`src/rtl/blake_msg_buf_pkg.sv`:
```
// rtl/blake_msg_buf_pkg.sv - shared BLAKE word geometry and byte-swap helper
package blake_msg_buf_pkg;

    localparam int BLAKE_WORD_W = 64;
    localparam int BLAKE_NWORDS = 10;

    // Reverses the low nbytes bytes of w; upper bytes of the result are zero.
    function automatic logic [63:0] bswap_word(input logic [63:0] w, input int nbytes);
        logic [63:0] r;
        r = '0;
        for (int i = 0; i < 8; i++) begin
            if (i < nbytes) begin
                r[i*8 +: 8] = w[(nbytes-1-i)*8 +: 8];
            end
        end
        return r;
    endfunction

endpackage

```
`src/rtl/blake_msg_buf_if.sv`:
```
// rtl/blake_msg_buf_if.sv - message block input stream (din/din_valid/din_ready)
interface blake_msg_buf_if #(
    parameter int MSG_W = blake_msg_buf_pkg::BLAKE_WORD_W * blake_msg_buf_pkg::BLAKE_NWORDS
) ();
    logic [MSG_W-1:0] din;
    logic             din_valid;
    logic             din_ready;

    modport master (output din, output din_valid, input  din_ready);
    modport slave  (input  din, input  din_valid, output din_ready);
endinterface

```
`src/rtl/blake_msg_buf_fifo.sv`:
```
// rtl/blake_msg_buf_fifo.sv - slot storage with wrapping head/tail pointers and occupancy
module blake_msg_fifo #(
    parameter int W     = 640,
    parameter int DEPTH = 2,
    parameter int CW    = $clog2(DEPTH+1)
) (
    input  logic          clk,
    input  logic          rstb,
    input  logic          push,
    input  logic          pop,
    input  logic [W-1:0]  wdata,
    output logic [W-1:0]  rdata,
    output logic [CW-1:0] count,
    output logic [CW-1:0] count_next
);
    localparam int PW = (DEPTH > 1) ? $clog2(DEPTH) : 1;

    logic [W-1:0]  mem [DEPTH];
    logic [PW-1:0] wr_ptr_q, wr_ptr_d;
    logic [PW-1:0] rd_ptr_q, rd_ptr_d;
    logic [CW-1:0] count_q, count_d;

    // A single-slot buffer keeps both pointers pinned at zero.
    function automatic logic [PW-1:0] ptr_inc(input logic [PW-1:0] p);
        if (DEPTH == 1 || p == PW'(DEPTH-1)) begin
            return '0;
        end
        return p + PW'(1);
    endfunction

    always_comb begin
        wr_ptr_d = push ? ptr_inc(wr_ptr_q) : wr_ptr_q;
        rd_ptr_d = pop  ? ptr_inc(rd_ptr_q) : rd_ptr_q;
        count_d  = count_q;
        case ({push, pop})
            2'b10:   count_d = count_q + CW'(1);
            2'b01:   count_d = count_q - CW'(1);
            default: count_d = count_q;
        endcase
    end

    always_ff @(posedge clk) begin
        if (rstb) begin
            wr_ptr_q <= '0;
            rd_ptr_q <= '0;
            count_q  <= '0;
        end else begin
            wr_ptr_q <= wr_ptr_d;
            rd_ptr_q <= rd_ptr_d;
            count_q  <= count_d;
        end
    end

    always_ff @(posedge clk) begin
        if (!rstb && push) begin
            mem[wr_ptr_q] <= wdata;
        end
    end

    assign rdata      = mem[rd_ptr_q];
    assign count      = count_q;
    assign count_next = rstb ? '0 : count_d;
endmodule

```
`src/rtl/blake_msg_buf.sv`:
```
// rtl/blake_msg_buf.sv - buffers message blocks and presents one per round to the BLAKE engine
module blake_msg_buf
    import blake_msg_buf_pkg::*;
#(
    parameter  int WORD_W     = BLAKE_WORD_W,
    parameter  int NWORDS     = BLAKE_NWORDS,
    parameter  int DEPTH      = 2,
    parameter  int SWAP_EN    = 1,
    parameter  int CLEAR_IDLE = 1,
    localparam int MSG_W      = WORD_W * NWORDS,
    localparam int CW         = $clog2(DEPTH+1)
) (
    input  logic              clk,
    input  logic              rstb,
    blake_msg_buf_if.slave    s_in,
    input  logic              init_round,
    input  logic              round_ing,
    output logic [MSG_W-1:0]  msg_out,
    output logic              msg_valid,
    output logic [CW-1:0]     count,
    output logic              underrun
);
    logic [MSG_W-1:0] din_sw;
    logic [MSG_W-1:0] fifo_rdata;
    logic [CW-1:0]    count_next;
    logic             push, pop;

    logic [MSG_W-1:0] msg_out_q, msg_out_d;
    logic             msg_valid_q, msg_valid_d;
    logic             underrun_q, underrun_d;
    logic             din_ready_q, din_ready_d;

    always_comb begin
        din_sw = s_in.din;
        if (SWAP_EN != 0) begin
            for (int w = 0; w < NWORDS; w++) begin
                din_sw[w*WORD_W +: WORD_W] =
                    WORD_W'(bswap_word(64'(s_in.din[w*WORD_W +: WORD_W]), WORD_W/8));
            end
        end
    end

    // din_ready is registered, so a pop never frees a slot for a push in the same cycle.
    assign push = s_in.din_valid && din_ready_q;
    assign pop  = init_round && (count != '0);

    blake_msg_fifo #(
        .W     (MSG_W),
        .DEPTH (DEPTH),
        .CW    (CW)
    ) u_fifo (
        .clk        (clk),
        .rstb       (rstb),
        .push       (push),
        .pop        (pop),
        .wdata      (din_sw),
        .rdata      (fifo_rdata),
        .count      (count),
        .count_next (count_next)
    );

    always_comb begin
        msg_out_d   = msg_out_q;
        msg_valid_d = msg_valid_q;
        if (init_round) begin
            if (count != '0) begin
                msg_out_d   = fifo_rdata;
                msg_valid_d = 1'b1;
            end
        end else if (!round_ing && CLEAR_IDLE != 0) begin
            msg_out_d   = '0;
            msg_valid_d = 1'b0;
        end
        underrun_d  = underrun_q || (init_round && count == '0);
        din_ready_d = count_next < CW'(DEPTH);
    end

    always_ff @(posedge clk) begin
        if (rstb) begin
            msg_out_q   <= '0;
            msg_valid_q <= 1'b0;
            underrun_q  <= 1'b0;
            din_ready_q <= 1'b0;
        end else begin
            msg_out_q   <= msg_out_d;
            msg_valid_q <= msg_valid_d;
            underrun_q  <= underrun_d;
            din_ready_q <= din_ready_d;
        end
    end

    assign s_in.din_ready = din_ready_q;
    assign msg_out        = msg_out_q;
    assign msg_valid      = msg_valid_q;
    assign underrun       = underrun_q;
endmodule

```
`src/flat_wrapper.sv`:
```
// flat-port wrapper written by rule: the top's interface ports become plain ports
module blake_msg_buf_flat import blake_msg_buf_pkg::*;
#(
    parameter  int WORD_W     = BLAKE_WORD_W,
    parameter  int NWORDS     = BLAKE_NWORDS,
    parameter  int DEPTH      = 2,
    parameter  int SWAP_EN    = 1,
    parameter  int CLEAR_IDLE = 1,
    localparam int MSG_W      = WORD_W * NWORDS,
    localparam int CW         = $clog2(DEPTH+1)
)
  (clk, rstb, init_round, round_ing, msg_out, msg_valid, count, underrun, s_in_din, s_in_din_valid, s_in_din_ready);
  blake_msg_buf_if #(.MSG_W((WORD_W * NWORDS))) s_in_i ();
  input  logic clk;
  input  logic rstb;
  input  logic init_round;
  input  logic round_ing;
  output logic [MSG_W-1:0] msg_out;
  output logic msg_valid;
  output logic [CW-1:0] count;
  output logic underrun;
  input wire logic [$bits(s_in_i.din)-1:0] s_in_din;
  input wire logic [$bits(s_in_i.din_valid)-1:0] s_in_din_valid;
  output wire logic [$bits(s_in_i.din_ready)-1:0] s_in_din_ready;
  assign s_in_i.din = s_in_din;
  assign s_in_i.din_valid = s_in_din_valid;
  assign s_in_din_ready = s_in_i.din_ready;
  blake_msg_buf #(.WORD_W(WORD_W), .NWORDS(NWORDS), .DEPTH(DEPTH), .SWAP_EN(SWAP_EN), .CLEAR_IDLE(CLEAR_IDLE)) u_core (.clk(clk), .rstb(rstb), .s_in(s_in_i), .init_round(init_round), .round_ing(round_ing), .msg_out(msg_out), .msg_valid(msg_valid), .count(count), .underrun(underrun));
endmodule
```
`config.mk`:
```
export PLATFORM = sky130hd
export DESIGN_NAME = blake_msg_buf_flat
export DESIGN_NICKNAME = d
export VERILOG_FILES = /design/src/rtl/blake_msg_buf_pkg.sv /design/src/rtl/blake_msg_buf_if.sv /design/src/rtl/blake_msg_buf_fifo.sv /design/src/rtl/blake_msg_buf.sv /design/src/flat_wrapper.sv
export SDC_FILE = /design/constraint.sdc
export NUM_CORES = 2
export LEC_CHECK = 0
export ABC_AREA = 1
export BUFFER_PORTS_ARGS = -buffer_cell sky130_fd_sc_hd__buf_4
export CELL_PAD_IN_SITES_DETAIL_PLACEMENT = 1
export CELL_PAD_IN_SITES_GLOBAL_PLACEMENT = 1
export CORE_AREA = 2 2 499 501
export CTS_CLUSTER_DIAMETER = 200
export DETAILED_ROUTE_END_ITERATION = 16
export DIE_AREA = 0 0 501 503
export PLACE_DENSITY_LB_ADDON = 0.1
export RECOVER_POWER = 100
export SLEW_MARGIN = 20
export SYNTH_ARGS = -nofsm -noshare
export SYNTH_HDL_FRONTEND = slang
export SYNTH_SLANG_ARGS = --single-unit
```
`constraint.sdc`:
```
create_clock -name clk -period 64.8 [get_ports clk]
set_input_delay 12.96 -clock clk [delete_from_list [all_inputs] [get_ports clk]]
set_output_delay 12.96 -clock clk [all_outputs]
set_load 0.01 [all_outputs]
```
==> flow_metrics.env <==
export IMPL_worst_slack_ns=35.27
export IMPL_crit_top_cell="clkbuf_1"
export IMPL_relSlewSlack_pct=-519
export IMPL_numCtsBuffers=220
export IMPL_post_cts_buffers=0
export IMPL_clk_pin_slew_worst_paths_ns=0.06
export IMPL_hp_class="reg2reg"
export IMPL_cts_tree="built"
export IMPL_fin_worst_skew_ns=0.0706
export IMPL_switching_power_w=0.000892
export IMPL_internal_power_w=0.00224
export IMPL_h_tree_depth=4
export IMPL_end_kind="flip-flop"
export IMPL_tightest_slew_ns=9.28
export IMPL_drtIter0Drc=2784
export IMPL_pre_cts_slack_ns=47.37
export IMPL_hpwl_mm=173
export IMPL_synth_common_cells="nand2_1 (2568), edfxtp_1 (1280), dfxtp_1 (648)"
export IMPL_die_area_mm2=0.252
export IMPL_r2r_start="u_core.s_in.din_ready"
export IMPL_async_reset_ff_share_pct=0
export IMPL_totalPowerFinal_w=0.00314
export IMPL_start_util_pct=28.3
export IMPL_post_route_min_period_ns=29.53
export IMPL_avgSynthCellArea_um2=11.1
export IMPL_swShare_pct=28.4
export IMPL_stdcell_count=10900
export IMPL_clkPwrFrac_pct=39.7
export IMPL_critPathMaxFanout=129
export IMPL_power_density_mw_per_mm2=36.4
export IMPL_antenna_found_initial=182
export IMPL_ys_ff_latch=1928
export IMPL_critPathLaunchType="input port"
export IMPL_path_buf_inv=4
export IMPL_wl_mm=266
export IMPL_nets=8076
export IMPL_post_drt_wl_per_cell_um=24.3
export IMPL_combPwrFrac_pct=14.4
export IMPL_required_ns=65.14
export IMPL_post_route_period_util_pct=45.6
export IMPL_drive_above_1_share_pct=10.5
export IMPL_row_count=183
export IMPL_min_from="u_core.msg_out[356]"
export IMPL_drt_first_pass_iters=5
export IMPL_grt_use_total_pct=20.3
export IMPL_grt_pass1_vias=51400
export IMPL_fin_tns_setup_ns=0
export IMPL_seqPwrFrac_pct=45.9
export IMPL_grt_overflow_total=0
export IMPL_cp_arrival_ns=29.87
export IMPL_worstPathCellList="clkbuf_1 > nor3_1 > clkbuf_1 > clkbuf_1 > clkbuf_1"
export IMPL_r2r_slack_ns=48.40
export IMPL_clk_latency_ns=0.88
export IMPL_setup_viol_count_final=0
export IMPL_synth_seq_area_share_pct=73.6
export IMPL_max_freq_ghz=0.0339
export IMPL_yosysWarnings=0
export IMPL_synth_edf_count=1280
export IMPL_boundaryPins=1290
export IMPL_synth_top_area_share_pct=55.1
export IMPL_cts_root_buf="clkbuf_16"
export IMPL_worstSetupStartpoint="rstb"
export IMPL_post_synth_top_count_cell="nand2_1"
export IMPL_cp_slowest_cell="clkbuf_1"
export IMPL_maxSlewViolCount=2261
export IMPL_ys_flop_type="edfxtp_1"
export IMPL_path_class="in2reg"
export IMPL_coreArea_mm2=0.247
export IMPL_place_area_mm2=0.0822
export IMPL_hold_viol_final=0
export IMPL_fin_area_mm2=0.0862
export IMPL_io_buffers=1289
export IMPL_netlist_area_mm2=0.0698
export IMPL_dp_cells=10400
export IMPL_failed_checks="capacitance limit, slew limit"
export IMPL_viasPerCell=4.65
export IMPL_grt_pass1_wl_mm=374
export IMPL_die_h_um=503
export IMPL_power_leakage_nw=31.1
export IMPL_syn_to_final_growth_pct=23.5
export IMPL_gp_congestion=0.803
export IMPL_r2r_worst_path_cells=5
export IMPL_grt_setup_unrepaired="no"
export IMPL_yosysUniqueCellTypes=25
export IMPL_cts_buffer_depth=3
export IMPL_syn_inst=6274
export IMPL_drv_cap=32
export IMPL_critical_path_top_delay_family="buffers and inverters"
export IMPL_grt_max_degree=160
export IMPL_die_width_um=501
export IMPL_ant_nets=0
export IMPL_drc=0
export IMPL_holdPathStages=2
export IMPL_status="finished, violations left"
export IMPL_hold_path_endpoint="u_core.msg_out[356]"
export IMPL_cts_resized=0
export IMPL_synth_area_leaders="edfxtp_1 (55%), dfxtp_1 (19%), nand2_1 (14%)"
export IMPL_worstReg2RegEnd="u_core.u_fifo.mem[1][77]"
export IMPL_syn_nets=6920
export IMPL_num_vias=50800
export IMPL_hold_buffers=0
export IMPL_cts_num_sinks=1928
export IMPL_synth_top_cell_by_area="edfxtp_1"
export IMPL_ir_drop_mv=0.0221
export IMPL_max_stage_delay_ns=6.21
-- per-stage QoR --
| stage | hold WS [ns] | util (%) |
|---|---|---|
| floorplan | 0.444 | - |
| global placement | 0.456 | 33.3 |
| detailed placement | 0.473 | 33.3 |
| CTS | 0.483 | 36.2 |
| global route | 0.497 | 34.8 |
| finish | 0.480 | 34.9 |
-- sequential cells by signal, summed over array words and instances, names as in the netlist, named ones only --
register and flops:
u_core.msg_out 640, u_core.msg_valid 1, u_core.s_in.din_ready 1, u_core.u_fifo.count 2
u_core.u_fifo.mem 1280, u_core.u_fifo.rd_ptr_q 1, u_core.u_fifo.wr_ptr_q 1, u_core.underrun 1
-- how the worst max path moves through the flow --
| stage | to | slack [ns] | cells past startpoint |
|---|---|---|---|
| floorplan | u_core.u_fifo.mem[1][0] | 6.08 | 3 |
| global placement | u_core.msg_out[205] | 47.41 | 9 |
| detailed placement | u_core.msg_out[243] | 47.37 | 9 |
| CTS | u_core.msg_out[205] | 48.27 | 9 |
| global route | u_core.u_fifo.mem[1][77] | 33.73 | 5 |
| finish | u_core.u_fifo.mem[1][77] | 35.27 | 5 |
-- placed cells by master, fill, tap and decap left out, drive strengths merged, types with 2 or more instances in the layout --
cell / count
diode: 66
a21oi: 631
clkinvlp: 4
edfxtp: 1280
dfxtp: 648
buf: 42
nand3: 642
o21ai: 2
clkbuf: 1643
clkinv: 72
inv: 40
nand2: 2569
nor2: 37
bufinv: 13
-- layer usage --
| layer | wire length [um] | global-route usage (%) | vias up | part of all wire, % |
|---|---|---|---|---|
| met4 | 8380 | 7.03 | 158 | 3.1 |
| met3 | 27300 | 9.45 | 527 | 10 |
| met2 | 128000 | 33.7 | 1386 | 48 |
| met1 | 102000 | 23.0 | 25000 | 38 |
| met5 | 1020 | 0 | - | 0.38 |
| li1 | - | - | 23700 | - |
-- cell families (layout without fill, tap and decap cells) --
kind of cell	count (synthesis)	in the layout	share of synthesized area (%)
adder cells (fa/ha/maj)	1	1	0.0179
buffers and inverters	461	1814	3.12
flip-flops	1928	1928	73.6
AND/OR/NAND/NOR	3251	3251	18.7
AO/OA/AOI/OAI	633	633	4.54
other	0	66	0
-- worst register-to-register path, stage by stage (launching register included) --
cell      delay (ns)
dfxtp_1         0.45
nand2_1         0.15
nor3_1          0.21
clkbuf_1        6.21
clkbuf_1        5.70
clkbuf_1        3.07
-- final cells by class --
type	count	area [um2]
inverters	37	146
clock buffers	327	6310
repair buffers	1358	6900
diodes	66	165
multi-input cells	3885	16200
fillers	27600	161000
clock inverters	92	968
flip-flops and latches	1928	51400
well taps	3237	4050
-- power groups by stage --
| stage | Sequential, W | Clock [W] | Combinational [W] |
|---|---|---|---|
| global route | 0.00145 | 0.00133 | 0.000508 |
| detailed placement | 0.00146 | 0 | 0.000507 |
| global placement | 0.00146 | 0 | 0.000501 |
| floorplan | 0.00151 | 0 | 0.000243 |
| finish | 0.00144 | 0.00125 | 0.000451 |
| CTS | 0.00144 | 0.00129 | 0.000508 |
No activity file was read; power rests on OpenSTA's default activity.
